`src/rtl/debounce_capture_pkg.sv`:
```
// Shared definitions for the debounce_capture block: FSM state encoding,
// default geometry and the width of the optional commit counter.
package debounce_pkg;

    // Controller states; busy is simply "state is not ST_IDLE".
    typedef enum logic [1:0] {
        ST_IDLE   = 2'd0,
        ST_SETTLE = 2'd1,
        ST_COMMIT = 2'd2
    } state_t;

    localparam int DEF_WIDTH           = 4;
    localparam int DEF_SYNC_STAGES     = 2;
    localparam int DEF_DEBOUNCE_CYCLES = 16;

    // Width of the saturating commit counter (DBC_CHANGE_COUNT_EN builds).
    localparam int CHG_CNT_W = 8;

endpackage

```
`src/rtl/debounce_capture_if.sv`:
```
// Signal bundle between the raw-pin side and the debounce_capture block.
// The slave modport is the debouncer; the master modport drives raw_in and
// observes the committed value. change_cnt exists only when
// DBC_CHANGE_COUNT_EN is defined.
interface debounce_capture_if
    import debounce_pkg::*;
#(
    parameter int WIDTH = DEF_WIDTH
);
    logic [WIDTH-1:0]     raw_in;
    logic [WIDTH-1:0]     out;
    logic                 out_valid;
    logic                 busy;
`ifdef DBC_CHANGE_COUNT_EN
    logic [CHG_CNT_W-1:0] change_cnt;
`endif

    modport slave (
        input  raw_in,
        output out,
        output out_valid,
`ifdef DBC_CHANGE_COUNT_EN
        output change_cnt,
`endif
        output busy
    );

    modport master (
        output raw_in,
        input  out,
        input  out_valid,
`ifdef DBC_CHANGE_COUNT_EN
        input  change_cnt,
`endif
        input  busy
    );

endinterface

```
`src/rtl/debounce_capture_sync_chain.sv`:
```
// Multi-flop synchroniser for the asynchronous raw input vector.
// Every stage resets to zero; only the last stage is meant to be used.
module sync_chain #(
    parameter int WIDTH       = 4,
    parameter int SYNC_STAGES = 2
) (
    input  logic             clk,
    input  logic             rst,
    input  logic [WIDTH-1:0] d_i,
    output logic [WIDTH-1:0] q_o
);

    logic [WIDTH-1:0] stage_q [SYNC_STAGES];

    // Shift the raw vector through SYNC_STAGES flops to resolve metastability.
    always_ff @(posedge clk or posedge rst) begin
        if (rst) begin
            for (int i = 0; i < SYNC_STAGES; i++) begin
                stage_q[i] <= '0;
            end
        end else begin
            stage_q[0] <= d_i;
            for (int i = 1; i < SYNC_STAGES; i++) begin
                stage_q[i] <= stage_q[i-1];
            end
        end
    end

    assign q_o = stage_q[SYNC_STAGES-1];

endmodule

```
`src/rtl/debounce_capture.sv`:
```
// debounce_capture: synchronises and debounces a raw input vector, committing
// a new value to out only after it has been stable for DEBOUNCE_CYCLES
// consecutive cycles, with a one-cycle out_valid pulse per commit.
// Optional feature macro: DBC_CHANGE_COUNT_EN adds a saturating 8-bit count
// of commits on change_cnt.
module debounce_capture
    import debounce_pkg::*;
#(
    parameter int WIDTH           = DEF_WIDTH,
    parameter int SYNC_STAGES     = DEF_SYNC_STAGES,
    parameter int DEBOUNCE_CYCLES = DEF_DEBOUNCE_CYCLES
) (
    input  logic               clk,
    input  logic               rst,
    debounce_capture_if.slave  bus
);

    localparam int             CNT_W   = $clog2(DEBOUNCE_CYCLES + 1);
    localparam logic [CNT_W-1:0] CNT_MAX = CNT_W'(DEBOUNCE_CYCLES);
    localparam logic [CNT_W-1:0] CNT_ONE = CNT_W'(1);

    logic [WIDTH-1:0] s;
    logic [WIDTH-1:0] candidate_q;
    logic [WIDTH-1:0] out_q;
    logic [CNT_W-1:0] cnt_q;
    logic             out_valid_q;
    state_t           state_q;
    logic             commit_now;

    sync_chain #(
        .WIDTH       (WIDTH),
        .SYNC_STAGES (SYNC_STAGES)
    ) u_sync (
        .clk (clk),
        .rst (rst),
        .d_i (bus.raw_in),
        .q_o (s)
    );

    // The candidate has survived the full window and is still different from out.
    assign commit_now = (state_q == ST_SETTLE) && (s != out_q) &&
                        (s == candidate_q) && (cnt_q == CNT_MAX);

    // Settle/commit controller with the stability counter and output registers.
    always_ff @(posedge clk or posedge rst) begin
        if (rst) begin
            state_q     <= ST_IDLE;
            candidate_q <= '0;
            cnt_q       <= '0;
            out_q       <= '0;
            out_valid_q <= 1'b0;
        end else begin
            out_valid_q <= 1'b0;
            case (state_q)
                ST_IDLE: begin
                    if (s != out_q) begin
                        candidate_q <= s;
                        cnt_q       <= CNT_ONE;
                        state_q     <= ST_SETTLE;
                    end
                end
                ST_SETTLE: begin
                    if (s == out_q) begin
                        // Input bounced back to the committed value: abandon.
                        cnt_q   <= '0;
                        state_q <= ST_IDLE;
                    end else if (s != candidate_q) begin
                        // Any bit moving restarts the window for the whole vector.
                        candidate_q <= s;
                        cnt_q       <= CNT_ONE;
                    end else if (commit_now) begin
                        out_q       <= candidate_q;
                        out_valid_q <= 1'b1;
                        state_q     <= ST_COMMIT;
                    end else begin
                        cnt_q <= cnt_q + CNT_ONE;
                    end
                end
                ST_COMMIT: begin
                    // One dead cycle after a commit; s is deliberately ignored.
                    cnt_q   <= '0;
                    state_q <= ST_IDLE;
                end
                default: begin
                    cnt_q   <= '0;
                    state_q <= ST_IDLE;
                end
            endcase
        end
    end

    assign bus.out       = out_q;
    assign bus.out_valid = out_valid_q;
    assign bus.busy      = (state_q != ST_IDLE);

`ifdef DBC_CHANGE_COUNT_EN
    logic [CHG_CNT_W-1:0] change_cnt_q;
    logic [CHG_CNT_W-1:0] change_cnt_d;

    // Saturating increment on every commit.
    always_comb begin
        change_cnt_d = change_cnt_q;
        if (commit_now && (change_cnt_q != {CHG_CNT_W{1'b1}})) begin
            change_cnt_d = change_cnt_q + CHG_CNT_W'(1);
        end
    end

    // Commit counter register, cleared only by reset.
    always_ff @(posedge clk or posedge rst) begin
        if (rst) begin
            change_cnt_q <= '0;
        end else begin
            change_cnt_q <= change_cnt_d;
        end
    end

    assign bus.change_cnt = change_cnt_q;
`endif

endmodule

```
`src/flat_wrapper.sv`:
```
// flat-port wrapper written by rule: the top's interface ports become plain ports
module debounce_capture_flat import debounce_pkg::*;
#(
    parameter int WIDTH           = DEF_WIDTH,
    parameter int SYNC_STAGES     = DEF_SYNC_STAGES,
    parameter int DEBOUNCE_CYCLES = DEF_DEBOUNCE_CYCLES
)
  (clk, rst, bus_raw_in, bus_out, bus_out_valid, bus_busy);
  debounce_capture_if #(.WIDTH(WIDTH)) bus_i ();
  input  logic clk;
  input  logic rst;
  input wire logic [$bits(bus_i.raw_in)-1:0] bus_raw_in;
  output wire logic [$bits(bus_i.out)-1:0] bus_out;
  output wire logic [$bits(bus_i.out_valid)-1:0] bus_out_valid;
  output wire logic [$bits(bus_i.busy)-1:0] bus_busy;
  assign bus_i.raw_in = bus_raw_in;
  assign bus_out = bus_i.out;
  assign bus_out_valid = bus_i.out_valid;
  assign bus_busy = bus_i.busy;
  debounce_capture #(.WIDTH(WIDTH), .SYNC_STAGES(SYNC_STAGES), .DEBOUNCE_CYCLES(DEBOUNCE_CYCLES)) u_core (.clk(clk), .rst(rst), .bus(bus_i));
endmodule
```
`config.mk`:
```
export PLATFORM = sky130hd
export DESIGN_NAME = debounce_capture_flat
export DESIGN_NICKNAME = d
export VERILOG_FILES = /design/src/rtl/debounce_capture_pkg.sv /design/src/rtl/debounce_capture_if.sv /design/src/rtl/debounce_capture_sync_chain.sv /design/src/rtl/debounce_capture.sv /design/src/flat_wrapper.sv
export SDC_FILE = /design/constraint.sdc
export NUM_CORES = 1
export LEC_CHECK = 0
export ABC_AREA = 1
export CAP_MARGIN = 20
export CORE_ASPECT_RATIO = 1.1
export CORE_MARGIN = 2
export CORE_UTILIZATION = 40
export CTS_BUF_LIST = sky130_fd_sc_hd__clkbuf_16
export CTS_CLUSTER_SIZE = 8
export DETAILED_ROUTE_END_ITERATION = 16
export HOLD_SLACK_MARGIN = 0.02
export MAX_ROUTING_LAYER = met4
export SYNTH_ARGS = -nofsm -noshare
export SYNTH_HDL_FRONTEND = slang
export SYNTH_HIERARCHICAL = 1
export SYNTH_SLANG_ARGS = --single-unit
```
`constraint.sdc`:
```
create_clock -name clk -period 3.53 [get_ports clk]
set_input_delay 0.706 -clock clk [delete_from_list [all_inputs] [get_ports clk]]
set_output_delay 0.706 -clock clk [all_outputs]
set_load 0.01 [all_outputs]
```
==> results.yml <==
status:
  status: "finished, final reports clean"
global_route:
  grt_pass1_wl_um: 3690
  grt_pass1_vias: 868
  grt_usage_pct: 13.5
  grt_max_degree: 17
  grt_overflow_total: 0
  antenna_found_initial: 0
synthesis:
  yosys.area.top_type_share_pct: 45.5
  yosysSeqAreaShare_pct: 45.5
  synth_top_area_cell: "dfrtp_1"
  synth_cell_type_count: 25
  ys_ff_latch: 24
  async_flop_share_pct: 100
  yosys.area_share.adder_pct: 1.89
  yosysWarnings: 6
  synth_compound_gate_area_share_pct: 5.40
  ys.flop_type: "dfrtp_1"
  synth_top_family_by_area: "simple AND/OR/NAND/NOR gates"
  synthesis.area_um2: 1320
  synthMuxAreaShare_pct: 0
  synth_edf_count: 0
  synth_nets: 160
  synth_simple_gate_area_share_pct: 34.4
  synth_xor_area_share_pct: 1.33
  synth_cells: 152
  synthTopCellsByArea: "dfrtp_1 (45%), nand2_1 (13%), inv_1 (6.0%)"
  synth_area_per_cell_um2: 8.69
detailed_routing:
  ant_nets: 0
  first_iter_violations: 46
  num_vias: 918
  wl_um: 2170
  routedWlPerCell_um: 11.1
  top_layer_used: "met4"
  first_pass_iters: 4
  drc_errors: 0
  met2_length_um: 1070
  wl_met3_um: 60
  met1_length_um: 1020
  vias_per_cell: 4.68
floorplanning:
  pin_count: 12
  rows: 21
  die_h_um: 64.3
  die_w_um: 58.8
  dieArea_um2: 3780
  core_area_um2: 3100
  initial_core_util_pct: 42.6
setup_path:
  r2r_setup_slack_ns: 1.94
  required_ns: 2.82
  r2r_cells: 8
  reg2reg_from: "u_core/cnt_q[0]"
  path_max_fanout: 4
  startpoint_type: "register"
  crit_path_end_kind: "primary output"
  path_class: "register to primary output"
  crit_arrival_ns: 1.49
  rr_endpoint: "u_core/cnt_q[0]"
run:
  max_cap_viol_count: 0
place:
  place_area_um2: 1430
  post-place-ws_ns: 1.62
  place_hpwl_um: 1680
  port_buffers: 11
  gp_congestion: 0.761
  dp.cells: 192
clock_tree:
  numCtsBuffers: 3
  htree_levels: 1
  clk-insertion-delay-late_ns: 0.25
  tritoncts: "yes"
  cts.sinks: 24
  cts_setup_buffers: 0
  clk_pin_slew_ns: 0.06
  ctsResizeCount: 0
  cts_hold_buf: 0
  clockBufferDepth: 2
  cts_root_buf: "clkbuf_16"
timing:
  finalMaxSlewViolations: 0
  final.min_clock_period_ns: 2.19
  setup_tns_ns: 0
  hold-worst-slack_ns: 0.353
  min_period_over_period_pct: 62.2
  finalHoldViolCount: 0
  setup_slack_ns: 1.34
  worst_slew_pin_slew_ns: 0.617
  fmax_ghz: 0.456
  rsz0062_at_grt: "false"
  max-slew-margin-rel_pct: 58.8
  setup_viol: 0
  fin_skew_ns: 0.00175
hold_path:
  hp-class: "register to register"
  worstHoldStart: "u_core/u_sync/stage_q[6]"
  worstHoldEndpoint: "u_core/u_sync/q_o[2]"
  holdPathStages: 0
power:
  p_leak_nw: 0.819
  power_density_nw_per_um2: 457
  vdd_drop_max_mv: 0.273
  total_power_mw: 0.701
final_layout:
  syn_to_final_growth_pct: 16.1
  nets: 171
  diodes: 0
  instances_no_fill: 196
  drive_gt1_share_pct: 22.2
  utilization_pct: 49.5
  final_area_um2: 1530
cell usage after synthesis (2+ instances only):
cell / instances
nor2_4: 3
nand2_2: 7
buf_4: 4
nand3_1: 6
nand3_2: 3
nand4_1: 3
inv_1: 21
nor2_1: 6
nand2_1: 46
clkinv_2: 2
o21ai_2: 4
o21ai_1: 4
inv_2: 5
ha_1: 2
dfrtp_1: 24
nand2_4: 3
cell type report:
cell class	instances	area, µm²
fillers	290	1570
flip-flops and latches	24	601
multi-input cells	95	568
repair buffers	11	110
inverters	28	108
clock buffers	3	75.1
well taps	34	42.5
clock inverters	1	30.0
critical path: stages (launching register included):
cell and delay [ns]:
dfrtp_1 0.44, nor2_1 0.23, inv_1 0.08, clkdlybuf4s50_1 0.48
report_power, final:
group,internal [mW],total (mW),switching [mW]
combinational,0.0286,0.0793,0.0507
sequential,0.289,0.300,0.0118
clock,0.225,0.321,0.0959
metal layers:
layer	up-vias	global-route usage, %
li1	481	-
met1	423	17.0
met2	12	21.4
met3	2	1.82
met4	0	5.97
met5	-	-
registers in the layout, indices dropped and copies added, names as in the netlist:
register / count
u_core/u_sync/q_o: 4
u_core/state_q: 2
u_core/u_sync/stage_q: 4
u_core/cnt_q: 5
u_core/bus.out_valid: 1
u_core/candidate_q: 4
u_core/bus.out: 4
cells in the final DEF (no fill, tap or decap), types with 3 or more instances in the layout:
| master | Yosys | final |
|---|---|---|
| nor2_1 | 6 | 6 |
| o21ai_1 | 4 | 4 |
| nand3_1 | 6 | 6 |
| clkbuf_16 | 0 | 3 |
| clkdlybuf4s50_1 | 0 | 11 |
| nand3_2 | 3 | 3 |
| o21ai_2 | 4 | 4 |
| nor2_4 | 3 | 3 |
| nand2_4 | 3 | 3 |
| nand4_1 | 3 | 3 |
| dfrtp_1 | 24 | 24 |
| nand2_2 | 7 | 7 |
| inv_1 | 21 | 21 |
| nand2_1 | 46 | 46 |
| inv_2 | 5 | 5 |
worst max path at each step:
stage,to,depth (start not counted),from,slack (ns)
final,bus_busy,3,u_core/state_q[1],1.34
after floorplan,bus_busy,2,u_core/state_q[1],2.08
after CTS,bus_busy,3,u_core/state_q[1],1.32
after global placement,bus_busy,3,u_core/state_q[1],1.63
after detailed placement,bus_busy,3,u_core/state_q[1],1.62
after global routing,bus_busy,3,u_core/state_q[1],1.25
kinds of logic (layout without fill, tap and decap cells):
family                     count (synthesis)  count (layout)
buffers and inverters                     33              43
AOI/OAI and AO/OA                          9               9
adders and majority gates                  2               2
and+or+nand+nor                           82              82
DFF                                       24              24
xor gates and xnor gates                   2               2
No activity file was read; power rests on OpenSTA's default activity.
